### src/rtl/radar_pkg.sv
// Shared types and helpers for the radar chirp/NCO datapath.
// Quadrant decode is reused by LUT-facing blocks.
package radar_pkg;

  typedef enum logic [1:0] {
    IDLE,
    RAMP,
    GAP
  } state_e;

  localparam int PHASE_W_D = 22;
  localparam int FREQ_W_D  = 22;
  localparam int WA_D      = 4;
  localparam int LEN_W_D   = 16;
  localparam int NCH_W_D   = 8;
  localparam int WA_MAX    = 16;

  // Returns {sin_sign, cos_sign, lut_addr}; odd quadrants mirror the address.
  function automatic logic [WA_MAX+1:0] quad_decode(
    input logic [1:0]        q,
    input logic [WA_MAX-1:0] raw
  );
    return {q[1], q[1] ^ q[0], q[0] ? ~raw : raw};
  endfunction

endpackage

### src/rtl/chirp_phase_acc.sv
// Frequency/phase accumulator pair for one linear-FM chirp.
// Exposes next-phase so the owner can register a matching decode.
module chirp_phase_acc #(
  parameter int PHASE_W = 22,
  parameter int FREQ_W  = 22
) (
  input  logic               clk,
  input  logic               reset,
  input  logic               init,
  input  logic               en,
  input  logic [FREQ_W-1:0]  f0,
  input  logic [FREQ_W-1:0]  slope,
  output logic [PHASE_W-1:0] phase,
  output logic [PHASE_W-1:0] phase_next
);

  logic [FREQ_W-1:0] freq;
  logic [FREQ_W-1:0] freq_next;

  always_comb begin
    freq_next  = freq;
    phase_next = phase;
    if (init) begin
      freq_next  = f0;
      phase_next = '0;
    end else if (en) begin
      freq_next  = freq + slope;
      phase_next = phase + PHASE_W'(freq);
    end
  end

  always_ff @(posedge clk) begin
    if (reset) begin
      freq  <= '0;
      phase <= '0;
    end else begin
      freq  <= freq_next;
      phase <= phase_next;
    end
  end

endmodule

### src/rtl/fmcw_chirp_nco.sv
// FMCW frame sequencer: N chirps with gaps, NCO phase and
// registered quarter-wave decode plus timing strobes.
module fmcw_chirp_nco
  import radar_pkg::*;
#(
  parameter int PHASE_W = PHASE_W_D,
  parameter int FREQ_W  = FREQ_W_D,
  parameter int WA      = WA_D,
  parameter int LEN_W   = LEN_W_D,
  parameter int NCH_W   = NCH_W_D
) (
  input  logic               clk,
  input  logic               reset,
  input  logic               start,
  input  logic               abort,
  input  logic [FREQ_W-1:0]  cfg_f0,
  input  logic [FREQ_W-1:0]  cfg_slope,
  input  logic [LEN_W-1:0]   cfg_chirp_len,
  input  logic [LEN_W-1:0]   cfg_gap_len,
  input  logic [NCH_W-1:0]   cfg_num_chirps,
  output logic               out_valid,
  output logic [PHASE_W-1:0] phase,
  output logic [WA-1:0]      lut_addr,
  output logic               sin_sign,
  output logic               cos_sign,
  output logic               chirp_start,
  output logic [NCH_W-1:0]   chirp_idx,
  output logic               busy,
  output logic               frame_done
);

  state_e             state, state_n;
  logic [LEN_W-1:0]   cnt, cnt_n;
  logic [NCH_W-1:0]   idx, idx_n;
  logic [FREQ_W-1:0]  f0_r, slope_r, f0_n;
  logic [LEN_W-1:0]   len_r, gap_r, len_n;
  logic [NCH_W-1:0]   num_r, num_n;
  logic               go, acc_init, acc_en;
  logic               run_n, done_n;
  logic [PHASE_W-1:0] phase_n;
  logic [WA_MAX+1:0]  dec;

  always_comb begin
    state_n  = state;
    cnt_n    = cnt;
    idx_n    = idx;
    go       = 1'b0;
    acc_init = 1'b0;
    acc_en   = 1'b0;
    unique case (state)
      IDLE: begin
        cnt_n = '0;
        idx_n = '0;
        if (!abort && start &&
            cfg_chirp_len != '0 &&
            cfg_num_chirps != '0) begin
          go       = 1'b1;
          state_n  = RAMP;
          acc_init = 1'b1;
        end
      end
      RAMP: begin
        if (abort) begin
          state_n  = IDLE;
          cnt_n    = '0;
          idx_n    = '0;
          acc_init = 1'b1;
        end else if (cnt == len_r - LEN_W'(1)) begin
          cnt_n = '0;
          if (idx == num_r - NCH_W'(1)) begin
            state_n = IDLE;
            idx_n   = '0;
          end else if (gap_r != '0) begin
            state_n = GAP;
          end else begin
            idx_n    = idx + NCH_W'(1);
            acc_init = 1'b1;
          end
        end else begin
          cnt_n  = cnt + LEN_W'(1);
          acc_en = 1'b1;
        end
      end
      GAP: begin
        if (abort) begin
          state_n  = IDLE;
          cnt_n    = '0;
          idx_n    = '0;
          acc_init = 1'b1;
        end else if (cnt == gap_r - LEN_W'(1)) begin
          state_n  = RAMP;
          cnt_n    = '0;
          idx_n    = idx + NCH_W'(1);
          acc_init = 1'b1;
        end else begin
          cnt_n = cnt + LEN_W'(1);
        end
      end
      default: begin
        state_n = IDLE;
        cnt_n   = '0;
        idx_n   = '0;
      end
    endcase
  end

  // Config in effect on the next cycle, so strobes line up with the start edge.
  assign f0_n  = go ? cfg_f0 : f0_r;
  assign len_n = go ? cfg_chirp_len : len_r;
  assign num_n = go ? cfg_num_chirps : num_r;

  assign run_n  = (state_n == RAMP);
  assign done_n = run_n &&
                  cnt_n == len_n - LEN_W'(1) &&
                  idx_n == num_n - NCH_W'(1);

  chirp_phase_acc #(
    .PHASE_W (PHASE_W),
    .FREQ_W  (FREQ_W)
  ) u_acc (
    .clk        (clk),
    .reset      (reset),
    .init       (acc_init),
    .en         (acc_en),
    .f0         (f0_n),
    .slope      (slope_r),
    .phase      (phase),
    .phase_next (phase_n)
  );

  assign dec = quad_decode(phase_n[PHASE_W-1 -: 2],
                           WA_MAX'(phase_n[PHASE_W-3 -: WA]));

  always_ff @(posedge clk) begin
    if (reset) begin
      state       <= IDLE;
      cnt         <= '0;
      idx         <= '0;
      f0_r        <= '0;
      slope_r     <= '0;
      len_r       <= '0;
      gap_r       <= '0;
      num_r       <= '0;
      out_valid   <= 1'b0;
      chirp_start <= 1'b0;
      chirp_idx   <= '0;
      busy        <= 1'b0;
      frame_done  <= 1'b0;
      lut_addr    <= '0;
      sin_sign    <= 1'b0;
      cos_sign    <= 1'b0;
    end else begin
      state <= state_n;
      cnt   <= cnt_n;
      idx   <= idx_n;
      if (go) begin
        f0_r    <= cfg_f0;
        slope_r <= cfg_slope;
        len_r   <= cfg_chirp_len;
        gap_r   <= cfg_gap_len;
        num_r   <= cfg_num_chirps;
      end
      out_valid   <= run_n;
      chirp_start <= run_n && cnt_n == '0;
      chirp_idx   <= idx_n;
      busy        <= state_n != IDLE;
      frame_done  <= done_n;
      lut_addr    <= dec[WA-1:0];
      sin_sign    <= dec[WA_MAX+1];
      cos_sign    <= dec[WA_MAX];
    end
  end

endmodule

### config.mk
export PLATFORM = sky130hd
export DESIGN_NAME = fmcw_chirp_nco
export DESIGN_NICKNAME = d
export VERILOG_FILES = /design/src/rtl/radar_pkg.sv /design/src/rtl/chirp_phase_acc.sv /design/src/rtl/fmcw_chirp_nco.sv
export SDC_FILE = /design/constraint.sdc
export NUM_CORES = 1
export LEC_CHECK = 0
export CAP_MARGIN = 20
export CORE_ASPECT_RATIO = 0.7
export CORE_UTILIZATION = 45
export DETAILED_ROUTE_END_ITERATION = 10
export PLACE_DENSITY = 0.66
export SETUP_SLACK_MARGIN = 0.5
export SLEW_MARGIN = 25
export SYNTH_ARGS = -nofsm -noshare
export SYNTH_HDL_FRONTEND = slang
export SYNTH_SLANG_ARGS = --single-unit
export TNS_END_PERCENT = 5
### constraint.sdc
create_clock -name clk -period 6.69 [get_ports clk]
set_clock_uncertainty 0.15 [all_clocks]
set_input_delay 1.6725 -clock clk [delete_from_list [all_inputs] [get_ports clk]]
set_output_delay 1.6725 -clock clk [all_outputs]
set_load 0.005 [all_outputs]
==> metrics.log, run 1 <==
[metrics] run status: finished, final reports clean
[metrics] TritonCTS buffer count: 17
[metrics] final critical delay including setup and external delays: 5980 ps
[metrics] CP max FO: 59
[metrics] power density over cell area: 207 nW/um^2
[metrics] proportion of layout cells with a drive suffix above 1: 0.0545
[metrics] number of global-route vias before repair: 9,480
[metrics] final worst path period share: 0.893
[metrics] count of hold buffers inserted by post-cts repair: 0
[metrics] Post-Syn Instances: ~1.4k
[metrics] worst setup path category: input pin to register
[metrics] Max H-tree Level: 4
[metrics] placeable core region: ~24,000 um^2
[metrics] Antenna Nets Post-Route: 0
[metrics] Avg Vias per Cell: 5.70
[metrics] RSZ-0062 raised after global routing: no
[metrics] number of input and output port buffers inserted: 127
[metrics] critical path capture point type: register
[metrics] largest net degree at the start of global routing: 91
[metrics] flop and latch count out of synthesis: 163
[metrics] area growth from synthesis to layout: 19.4%
[metrics] weighted congestion reported at the end of routability-driven placement: 0.938
[metrics] insertion delay to the later sink of the worst-skew pair: about 440 ps
[metrics] clock slew at the register clock pins of the worst setup and hold paths: 60 ps
[metrics] CTS tree: built
[metrics] Hold Slack: 311 ps
[metrics] cell type contributing the most total cell area after synthesis: dfxtp_1
[metrics] sequential fraction of the synthesis area: 0.296
[metrics] I/O pins: 128
[metrics] post-layout instance count excluding filler cells: about 1.8k
[metrics] number of clock sinks: 163
[metrics] measured slew at the worst slew-check pin: ~950 ps
[metrics] data required time of the critical path: 6870 ps
[metrics] standard-cell row count: 47
[metrics] main area contributors after synthesis: dfxtp_1 (30%), ha_1 (6.0%), nand2_1 (5.7%)
[metrics] Ant. Diodes: 0
[metrics] total negative slack: 0 ps
[metrics] total number of vias: 10.4k
[metrics] final setup violating endpoints: 0
[metrics] total wirelength of the detailed-routed design: 32,000 um
[metrics] number of flops mapped to enable cells by yosys: 0
[metrics] drc violations: 0
[metrics] final number of max-transition violations: 0
[metrics] leakage power: 5.07 nW
[metrics] arrival time of data at the critical path endpoint: 6150 ps
[metrics] violation count after the first detailed-routing iteration: 954
[metrics] warning count from the yosys run: 0
[metrics] die width: 189 um
[metrics] number of max-capacitance violations reported: 0
[metrics] slew margin rel.: 0.367
[metrics] post-DR wirelength/cell: around 18 um
[metrics] Final Hold Viols: 0
[metrics] initial antenna violation count: 0
[metrics] number of distinct standard cells referenced by the synthesized netlist: 83
[metrics] most used flip-flop cell after synthesis: dfxtp_1
[metrics] total of fill cells in the finished design: 2,261
[metrics] GRT overflow: 0
[metrics] post-synth top area share: 0.296
[metrics] flop2flop setup slack: about 1800 ps
[metrics] Die Area: ~25,000 um^2
[metrics] utilization after layout: 0.552
[metrics] average size of a mapped cell: 7.82 um^2
[metrics] Fmax achieved: 167 MHz
[metrics] number of cells in the design after placement: 1,789
[metrics] Root Driver: clkbuf_16
[metrics] syn nets: around 1.6k
[metrics] overall fraction of global-route tracks in use: 0.255
[metrics] die height: 133 um
[metrics] detailed placer's ending HPWL: 23,900 um
[metrics] number of buffers on the longest clock path: 2
[metrics] layout net count: approximately 1.6k
[metrics] launching element type of the critical path: input pin
[metrics] initial core utilization: 0.462
[metrics] share of synthesized flip-flops with an asynchronous set or reset: 0
[metrics] synthesized cell area: 11,000 um^2
[metrics] peak supply drop: 180 uV
[metrics] global-route wire length before repair: a little over 50,000 um
[metrics] class of the tightest hold or removal check: register to register
[metrics] router iterations before antenna repair: 5
## timing repair
item / 4_1_cts / 5_1_grt
resized for setup: 0 / 6
endpoints found under the setup margin: 0 / 1
buffers inserted: 0 / 1
## synth_stat cells (37+ instances only)
| master | number |
|---|---|
| a211oi_1 | 42 |
| a21oi_1 | 117 |
| clkbuf_1 | 61 |
| dfxtp_1 | 163 |
| ha_1 | 53 |
| inv_1 | 37 |
| mux2i_1 | 39 |
| nand2_1 | 168 |
| nor2_1 | 167 |
| nor3_1 | 41 |
| o21ai_0 | 39 |
| xnor2_1 | 71 |
| xor2_1 | 65 |
## cell usage in the layout (no fill, tap or decap), types with 9 or more instances in the layout
cell             Yosys  layout
nand3_1             23      23
a31oi_1             10       9
inv_1               37      37
o21a_1              17      17
nor2b_1             15      15
nand4_1             17      17
buf_4                2      14
o211ai_1            10      10
and2_1              13      13
clkbuf_16            0      17
xnor2_1             71      71
xor2_1              65      65
dfxtp_1            163     163
or3_1               15      15
ha_1                53      52
clkdlybuf4s50_1      0     126
and3_1              16      16
o21ai_0             39      39
nor2_1             167     166
nor3b_1              9       9
a211oi_1            42      42
nor4_1              21      20
nand2b_1            23      22
nand2_1            168     168
a21oi_1            117     115
a21o_1              19      19
nor3_1              41      41
mux2i_1             39      38
## worst paths after layout
check	start	end	cells past startpoint
max	cfg_chirp_len[6]	frame_done$_SDFF_PP0_	14
min	f0_r[20]$_SDFF_PP0_	f0_r[20]$_SDFF_PP0_	2
max reg2reg	gap_r[0]$_SDFFE_PP0N_	frame_done$_SDFF_PP0_	13
min reg2reg	f0_r[20]$_SDFF_PP0_	f0_r[20]$_SDFF_PP0_	2
## sequential cells by signal, indices dropped and copies added, names as in the netlist
signal and flops:
busy 1, chirp_start 1, cnt 16, cos_sign 1, f0_r 22, frame_done 1
gap_r 16, idx 8, len_r 16, lut_addr 4, num_r 8, out_valid 1
slope_r 22, state 2, u_acc.freq 22, u_acc.phase 22
## power breakdown
| part | total, mW | switching, mW | internal (mW) | leakage [nW] |
|---|---|---|---|---|
| logic | 0.610 | 0.345 | 0.265 | 3.45 |
| clock network | 1.05 | 0.433 | 0.620 | 0.300 |
| registers | 1.05 | 0.0427 | 1.01 | 1.33 |
## logic make-up (layout without fill, tap and decap cells)
kind of cell,count (synthesis),in the layout,synth area share
simple gates,568,568,0.250
xor+xnor,136,136,0.108
compound gates,328,328,0.199
flops,163,163,0.296
mux,43,43,0.0395
fa+ha+maj,56,56,0.0648
buf+inv,115,210,0.0420
## worst max-delay path, cell delays in order
cell and delay [ps]:
clkdlybuf4s50_1 520, nor4_2 310, nand4_1 250, buf_4 230, o311ai_4 500, buf_12 340, mux2i_1 360, xor2_1 440
o2111ai_1 180, a21oi_1 180, o21bai_1 90, a221oi_1 500, o221ai_1 250, a2111oi_2 310
## layer usage
metal | track usage | wire [um]
met1 | 0.389 | 16600
met2 | 0.359 | 12800
met3 | 0.0552 | 2330
met4 | 0.0520 | 282
met5 | 0 | 0
## cell type report
cell class / instances / area (um^2) / share of cell area
clock inverters: 11 / 150 / 0.0114
inverters: 37 / 139 / 0.0106
flip-flops and latches: 163 / 3260 / 0.248
well taps: 318 / 398 / 0.0303
repair buffers: 141 / 1390 / 0.105
clock buffers: 21 / 470 / 0.0358
multi-input cells: 1131 / 7340 / 0.558
## stage by stage
| stage | setup slack (ps) | instance area [um^2] | total power [mW] |
|---|---|---|---|
| final | 713 | 13100 | 2.72 |
| after floorplan | 926 | 11000 | 1.48 |
| after CTS | 628 | 13100 | 2.72 |
| after detailed placement | 246 | 12500 | 1.67 |
| after global placement | 358 | 12500 | 1.66 |
| after global routing | 478 | 13100 | 2.84 |
Power figures use the tool's default switching activity.
==> run 2, diff against run 1 <==
CORE_UTILIZATION = 57   (was 45)
PLACE_DENSITY = 0.81   (was 0.66)
==> run 2 against run 1 <==
  * Final cell count is 4.1% lower
  * Flip-flop and latch count unchanged
  * Sequential share of layout area up 0.17 points
  * Setup slack improved by 100 ps
  * Clock power is essentially flat
  * Highest routed layer is now met5
==> metrics.log, run 2 (same netlist as run 1, synthesis figures left out) <==
[metrics] area growth from synthesis to layout: 18.5%
[metrics] Avg Vias per Cell: ~6.1
[metrics] final critical delay including setup and external delays: 5880 ps
[metrics] Die Area: 19,900 um^2
[metrics] number of global-route vias before repair: between 9k and 10k
[metrics] die width: 168 um
[metrics] series of cell instances along the critical path: clkdlybuf4s50_1, or4_1, o311a_2, a21oi_2, ha_2, and3b_1, nand2_1, xor2_1, mux2i_1, nor4b_1, a31oi_1, nor2_1, o21ai_1, nand4b_1, a2111o_1, a2111oi_2
[metrics] worst setup path category: input pin to register
[metrics] Antenna Nets Post-Route: 0
[metrics] number of setup buffers added after CTS: 0
[metrics] hold-critical path endpoint: f0_r[21]$_SDFF_PP0_
[metrics] number of max-capacitance violations reported: 0
[metrics] number of cells in the design after placement: 1,716
[metrics] final worst path period share: 0.878
[metrics] global-route wire length before repair: 50,900 um
[metrics] layout net count: 1,636
[metrics] router iterations before antenna repair: 5
[metrics] startpoint of the lowest-slack hold path: f0_r[21]$_SDFF_PP0_
[metrics] power density over cell area: 210 nW/um^2
[metrics] arrival time of data at the critical path endpoint: 6060 ps
[metrics] number of cells traversed by the worst register-to-register path: 14
[metrics] post-route worst setup slack: a little over 800 ps
[metrics] flop2flop setup slack: 1780 ps
[metrics] launching element type of the critical path: input pin
[metrics] leakage power: 5.09 nW
[metrics] detailed placer's ending HPWL: 23,500 um
[metrics] Worst R2R End: frame_done$_SDFF_PP0_
[metrics] final setup violating endpoints: 0
[metrics] initial antenna violation count: 1
[metrics] total wirelength of the detailed-routed design: between 30,000 and 40,000 um
[metrics] violation count after the first detailed-routing iteration: 955
[metrics] count of hold buffers inserted by post-cts repair: 0
[metrics] number of buffers on the longest clock path: 2
[metrics] post-DR wirelength/cell: 18.2 um
[metrics] Fmax achieved: 170 MHz
[metrics] post-layout instance count excluding filler cells: 1,748
[metrics] weighted congestion reported at the end of routability-driven placement: 0.966
[metrics] slowest CP cell: or4_1
[metrics] class of the tightest hold or removal check: register to register
[metrics] TritonCTS buffer count: 17
[metrics] initial core utilization: 0.582
[metrics] RSZ-0062 raised after global routing: no
[metrics] CP max FO: 7
[metrics] run status: finished, final reports clean
[metrics] overall fraction of global-route tracks in use: 0.322
[metrics] max incr delay on CP: 690 ps
[metrics] most common library cell in the layout ignoring fill and taps: nand2_1
[metrics] GRT overflow: 0
[metrics] clock slew at the register clock pins of the worst setup and hold paths: 70 ps
[metrics] peak supply drop: ~180 uV
[metrics] placeable core region: between 15,000 and 20,000 um^2
[metrics] Ant. Diodes: 0
[metrics] drc violations: 0
[metrics] pre-CTS WS: between 300 and 400 ps
[metrics] standard-cell row count: 42
[metrics] proportion of layout cells with a drive suffix above 1: 0.0544
[metrics] Root Driver: clkbuf_16
[metrics] insertion delay to the later sink of the worst-skew pair: 440 ps
[metrics] total number of vias: 10.7k
[metrics] die height: approximately 120 um
[metrics] data required time of the critical path: 6880 ps
[metrics] startpoint of the most critical register-to-register path: gap_r[0]$_SDFFE_PP0N_
[metrics] I/O pins: 128
[metrics] largest net degree at the start of global routing: 68
[metrics] total negative slack: 0 ps
[metrics] final number of max-transition violations: 0
[metrics] worst hold path stage count: 2
[metrics] most frequent cells in the layout: nand2_1 (168), nor2_1 (166), dfxtp_1 (163)
[metrics] CTS tree: built
[metrics] Final Hold Viols: 0
[metrics] number of clock sinks: 163
[metrics] slew margin rel.: 0.372
[metrics] critical path capture point type: register
[metrics] measured slew at the worst slew-check pin: approximately 930 ps
[metrics] number of input and output port buffers inserted: 127
[metrics] Max H-tree Level: 4
[run 2: cell types whose count changed in the layout (fill, tap and decap cells not counted), moves of 2 or more]
cell,before,now
buf_4,14,17
clkinv_4,2,0
inv_8,0,2
inv_6,2,5
[run 2: layout make-up]
| class | instances | area [um^2] |
|---|---|---|
| tap | 242 | 303 |
| sequential | 163 | 3260 |
| multi-input combinational | 1131 | 7320 |
| fill | 1562 | 5870 |
| timing repair buffer | 143 | 1390 |
| clock buffer | 19 | 453 |
| clock inverter | 13 | 185 |
| inverter | 37 | 139 |
[run 2: report_power, final]
group	switching, mW	internal [mW]
logic	0.341	0.262
registers	0.0440	1.01
clock network	0.454	0.622
total	0.839	1.90
[run 2: worst max-delay path, delay by kind of cell]
family | cells | cell delay, ps
XOR/XNOR | 1 | 180
adder cells (fa/ha/maj) | 1 | 300
multiplexers | 1 | 260
AND/OR/NAND/NOR | 6 | 1660
buffers and inverters | 1 | 500
AO/OA/AOI/OAI | 6 | 1500
[run 2: timing repair]
| item | in CTS | in global routing |
|---|---|---|
| hold endpoints to repair | 0 | 0 |
| gates resized for setup | 0 | 3 |
| setup endpoints to repair | 0 | 1 |
[run 2: per-stage QoR]
step           total power [mW]  hold slack [ps]  utilization  area, um^2
2_1_floorplan              1.48              290            -       11000
3_3_place_gp               1.65              299        0.656       12400
3_5_place_dp               1.66              303        0.656       12400
4_1_cts                    2.72              314        0.689       13000
5_1_grt                    2.84              334        0.690       13100
6_report                   2.73              318        0.690       13100
[run 2: per-layer routing]
metal | part of all wire | track usage | up-vias
met5 | 0.00041 | 0 | -
met4 | 0.011 | 0.0767 | 2
met3 | 0.087 | 0.0663 | 36
met2 | 0.41 | 0.470 | 418
met1 | 0.49 | 0.479 | 5024
li1 | - | - | 5194
[run 2: worst max path at each step]
stage	start	endpoint	slack, ps	depth (start not counted)
6_report	cfg_chirp_len[11]	frame_done$_SDFF_PP0_	810	16
5_1_grt	cfg_chirp_len[11]	frame_done$_SDFF_PP0_	500	16
4_1_cts	cfg_chirp_len[11]	frame_done$_SDFF_PP0_	730	16
3_5_place_dp	cfg_chirp_len[3]	frame_done$_SDFF_PP0_	300	17
3_3_place_gp	cfg_chirp_len[11]	frame_done$_SDFF_PP0_	410	16
2_1_floorplan	cfg_chirp_len[5]	frame_done$_SDFF_PP0_	930	20
==> run 3, diff against run 2 <==
ABC_AREA = 1   (was not set)
CORE_UTILIZATION = 30   (was 57)
PLACE_DENSITY = not set   (was 0.81)
==> run 3 against run 2 <==
  * Worst hold slack better by 6.4 ps
  * Die area up 100%
  * Synthesized cell count up 29%
  * Non-clock buffer count down 10
  * Critical path type unchanged
==> metrics.log, run 3 <==
[metrics] run status: finished, final reports clean
[metrics] main combinational cell family by area after synthesis: simple AND/OR/NAND/NOR gates
[metrics] initial antenna violation count: 6
[metrics] number of clock sinks: 163
[metrics] dominant delay contributor by cell family on the critical path: simple AND/OR/NAND/NOR gates
[metrics] share of synthesized flip-flops with an asynchronous set or reset: 0
[metrics] number of input and output port buffers inserted: 127
[metrics] dpl cell area: ~13,000 um^2
[metrics] utilization after layout: 0.365
[metrics] flop and latch count out of synthesis: approximately 160
[metrics] warning count from the yosys run: 0
[metrics] most used routing layer: met1
[metrics] buffering stage count on the worst path with inverters included: 5
[metrics] post-DR wirelength/cell: 15.6 um
[metrics] most used flip-flop cell after synthesis: dfxtp_1
[metrics] overall fraction of global-route tracks in use: 0.192
[metrics] post-route worst setup slack: 1830 ps
[metrics] number of distinct standard cells referenced by the synthesized netlist: 52
[metrics] insertion delay to the later sink of the worst-skew pair: 460 ps
[metrics] proportion of layout cells with a drive suffix above 1: 0.0529
[metrics] post-synthesis share of cell area spent on xor and xnor gates: 0.0690
[metrics] area share of fa/ha/maj cells after synthesis: 0.0602
[metrics] count of hold buffers inserted by post-cts repair: 0
[metrics] total wirelength of the detailed-routed design: 38,400 um
[metrics] TritonCTS buffer count: 17
[metrics] most common library cell in the layout ignoring fill and taps: nand2_1
[metrics] number of global-route vias before repair: 10.7k
[metrics] power density over cell area: 194 nW/um^2
[metrics] startpoint of the most critical register-to-register path: len_r[0]$_SDFF_PP0_
[metrics] series of cell instances along the critical path: clkdlybuf4s50_1, inv_2, nand2_1, nor2_4, nand3_4, inv_2, buf_4, o21ai_1, nor3_1, inv_1, nor2_1, nand2_1, nand3_1, nand2_1, nor2_1, nand2_1, nor2_1, nand3_1, nor2_1
[metrics] final setup violating endpoints: 0
[metrics] drc violations: 0
[metrics] hold-critical path endpoint: slope_r[9]$_SDFFE_PP0N_
[metrics] sequential fraction of the synthesis area: 0.279
[metrics] startpoint of the lowest-slack hold path: slope_r[9]$_SDFFE_PP0N_
[metrics] main area contributors after synthesis: dfxtp_1 (28%), nand2_1 (16%), nor2_1 (7.1%)
[metrics] initial core utilization: 0.305
[metrics] worst setup path category: input pin to register
[metrics] syn nets: 1,960
[metrics] layout net count: 2,057
[metrics] die width: 238 um
[metrics] Avg Vias per Cell: 4.88
[metrics] number of cells traversed by the worst register-to-register path: 19
[metrics] synthesized-area fraction occupied by ao, oa, aoi and oai cells: 0.117
[metrics] global-route wire length before repair: ~60,000 um
[metrics] total negative slack: 0 ps
[metrics] most frequent cells in the layout: nand2_1 (482), nor2_1 (222), inv_1 (177)
[metrics] measured slew at the worst slew-check pin: 867 ps
[metrics] leakage power: 6.46 nW
[metrics] total number of vias: roughly 12k
[metrics] top post-synthesis cells by count: nand2_1 (483), nor2_1 (222), inv_1 (177)
[metrics] cell type contributing the most total cell area after synthesis: dfxtp_1
[metrics] post-synth top area share: 0.279
[metrics] M2 GR Usage: 0.261
[metrics] slowest CP cell: clkdlybuf4s50_1
[metrics] router iterations before antenna repair: 5
[metrics] arrival time of data at the critical path endpoint: around 5000 ps
[metrics] post-synthesis mux area share: 0.0188
[metrics] synthesized cell area: roughly 12,000 um^2
[metrics] quantity of gates resized following cts: 0
[metrics] class of the tightest hold or removal check: register to register
[metrics] Root Driver: clkbuf_16
[metrics] final worst path period share: 0.726
[metrics] detailed placer's ending HPWL: 30,000 um
[metrics] max incr delay on CP: 480 ps
[metrics] CP max FO: 39
[metrics] Post-Synth Simple-Gate Area: 0.373
[metrics] number of setup buffers added after CTS: 0
[metrics] library cell with the highest instance count after synthesis: nand2_1
[metrics] placeable core region: 38,400 um^2
[metrics] peak supply drop: 127 uV
[metrics] critical path capture point type: register
[metrics] number of buffers on the longest clock path: 2
[metrics] final critical delay including setup and external delays: 4860 ps
[metrics] number of max-capacitance violations reported: 0
[metrics] number of flops mapped to enable cells by yosys: 0
[metrics] standard-cell row count: 60
[metrics] largest net degree at the start of global routing: between 70 and 80
[metrics] clock slew at the register clock pins of the worst setup and hold paths: about 80 ps
[metrics] Final Hold Viols: 0
[metrics] launching element type of the critical path: input pin
[metrics] area growth from synthesis to layout: 19.9%
[metrics] Die Area: 39,800 um^2
[metrics] flop2flop setup slack: 2500 ps
[metrics] pre-CTS WS: 1370 ps
[metrics] Max H-tree Level: 4
[metrics] die height: 167 um
[metrics] Worst R2R End: chirp_start$_SDFF_PP0_
[metrics] I/O pins: 128
[metrics] M3 GR Usage: 0.0404
[metrics] Fmax achieved: roughly 200 MHz
[metrics] RSZ-0062 raised after global routing: no
[metrics] slew margin rel.: 0.422
[metrics] Finished Cell Area: 14,000 um^2
[metrics] CTS tree: built
[metrics] Antenna Nets Post-Route: 0
[metrics] final number of max-transition violations: 0
[metrics] met1 usage: 0.302
[metrics] Post-Syn Instances: between 1.5k and 2k
[metrics] average size of a mapped cell: ~6.4 um^2
[metrics] violation count after the first detailed-routing iteration: 949
[metrics] weighted congestion reported at the end of routability-driven placement: 0.926
[metrics] GRT overflow: 0
[metrics] worst hold path stage count: 2
[metrics] data required time of the critical path: 6940 ps
==> run 3: cell count changes after synthesis, moves of 24 or more <==
cell	previous run	this run
xnor2_1	71	30
clkbuf_1	61	30
inv_1	37	177
nand2_1	168	483
a211oi_1	42	3
nand3_1	23	155
nor3_1	41	17
nor2_1	167	222
==> run 3: metrics by stage <==
step / total power [mW] / std cells / hold WS (ps)
floorplan: 1.50 / 1817 / 298
global placement: 1.70 / 2422 / 314
detailed placement: 1.70 / 2422 / 316
CTS: 2.73 / 2454 / 327
global route: 2.86 / 2454 / 351
finish: 2.72 / 2457 / 324
==> run 3: layout make-up <==
type	instances	area [um^2]
diodes	3	7.51
clock inverters	13	136
clock buffers	19	453
inverters	188	706
multi-input cells	1411	7460
repair buffers	133	1310
flip-flops and latches	163	3260
well taps	527	659
fillers	4131	24400
==> run 3: worst max-delay path by stage <==
stage	startpoint	end	slack (ps)	cells after the start
2_1_floorplan	cfg_chirp_len[15]	frame_done$_SDFF_PP0_	2820	20
3_3_place_gp	abort	frame_done$_SDFF_PP0_	1430	21
3_5_place_dp	abort	frame_done$_SDFF_PP0_	1370	19
4_1_cts	abort	frame_done$_SDFF_PP0_	1840	19
5_1_grt	abort	frame_done$_SDFF_PP0_	1410	21
6_report	abort	frame_done$_SDFF_PP0_	1830	19
==> run 3: cell families (layout without fill, tap and decap cells) <==
| group | Yosys count | count (layout) |
|---|---|---|
| and+or+nand+nor | 1000 | 1000 |
| muxes | 22 | 22 |
| other | 0 | 3 |
| xor gates and xnor gates | 92 | 92 |
| AOI/OAI and AO/OA | 242 | 242 |
| buffers and inverters | 243 | 353 |
| DFF | 163 | 163 |
| adders and majority gates | 55 | 55 |
==> run 3: worst register-to-register path, stage by stage (launching register included) <==
cell and delay (ps):
dfxtp_1 340, inv_1 120, ha_1 330, inv_1 50, nand2_1 60, nand2_1 50
nor2_1 110, nand3_1 80, nor2_1 310, nand3_1 170, nor2_1 140, nand3_2 160
nand2_4 480, nand2_2 440, nand2_1 240, inv_1 170, nand2_1 160, nand4_1 140
or2_1 280, nor4_2 150
==> run 3: where the power goes <==
part           total [mW]  internal (mW)  switching, mW
Combinational       0.643          0.234          0.408
Sequential           1.05           1.01         0.0390
Clock                1.03          0.546          0.482
Total                2.72           1.79          0.929
==> run 3: routing by layer <==
layer	routed length, um	up-vias
met4	490	2
met5	13	-
met3	2930	32
met1	20200	5485
li1	-	6126
met2	14800	349
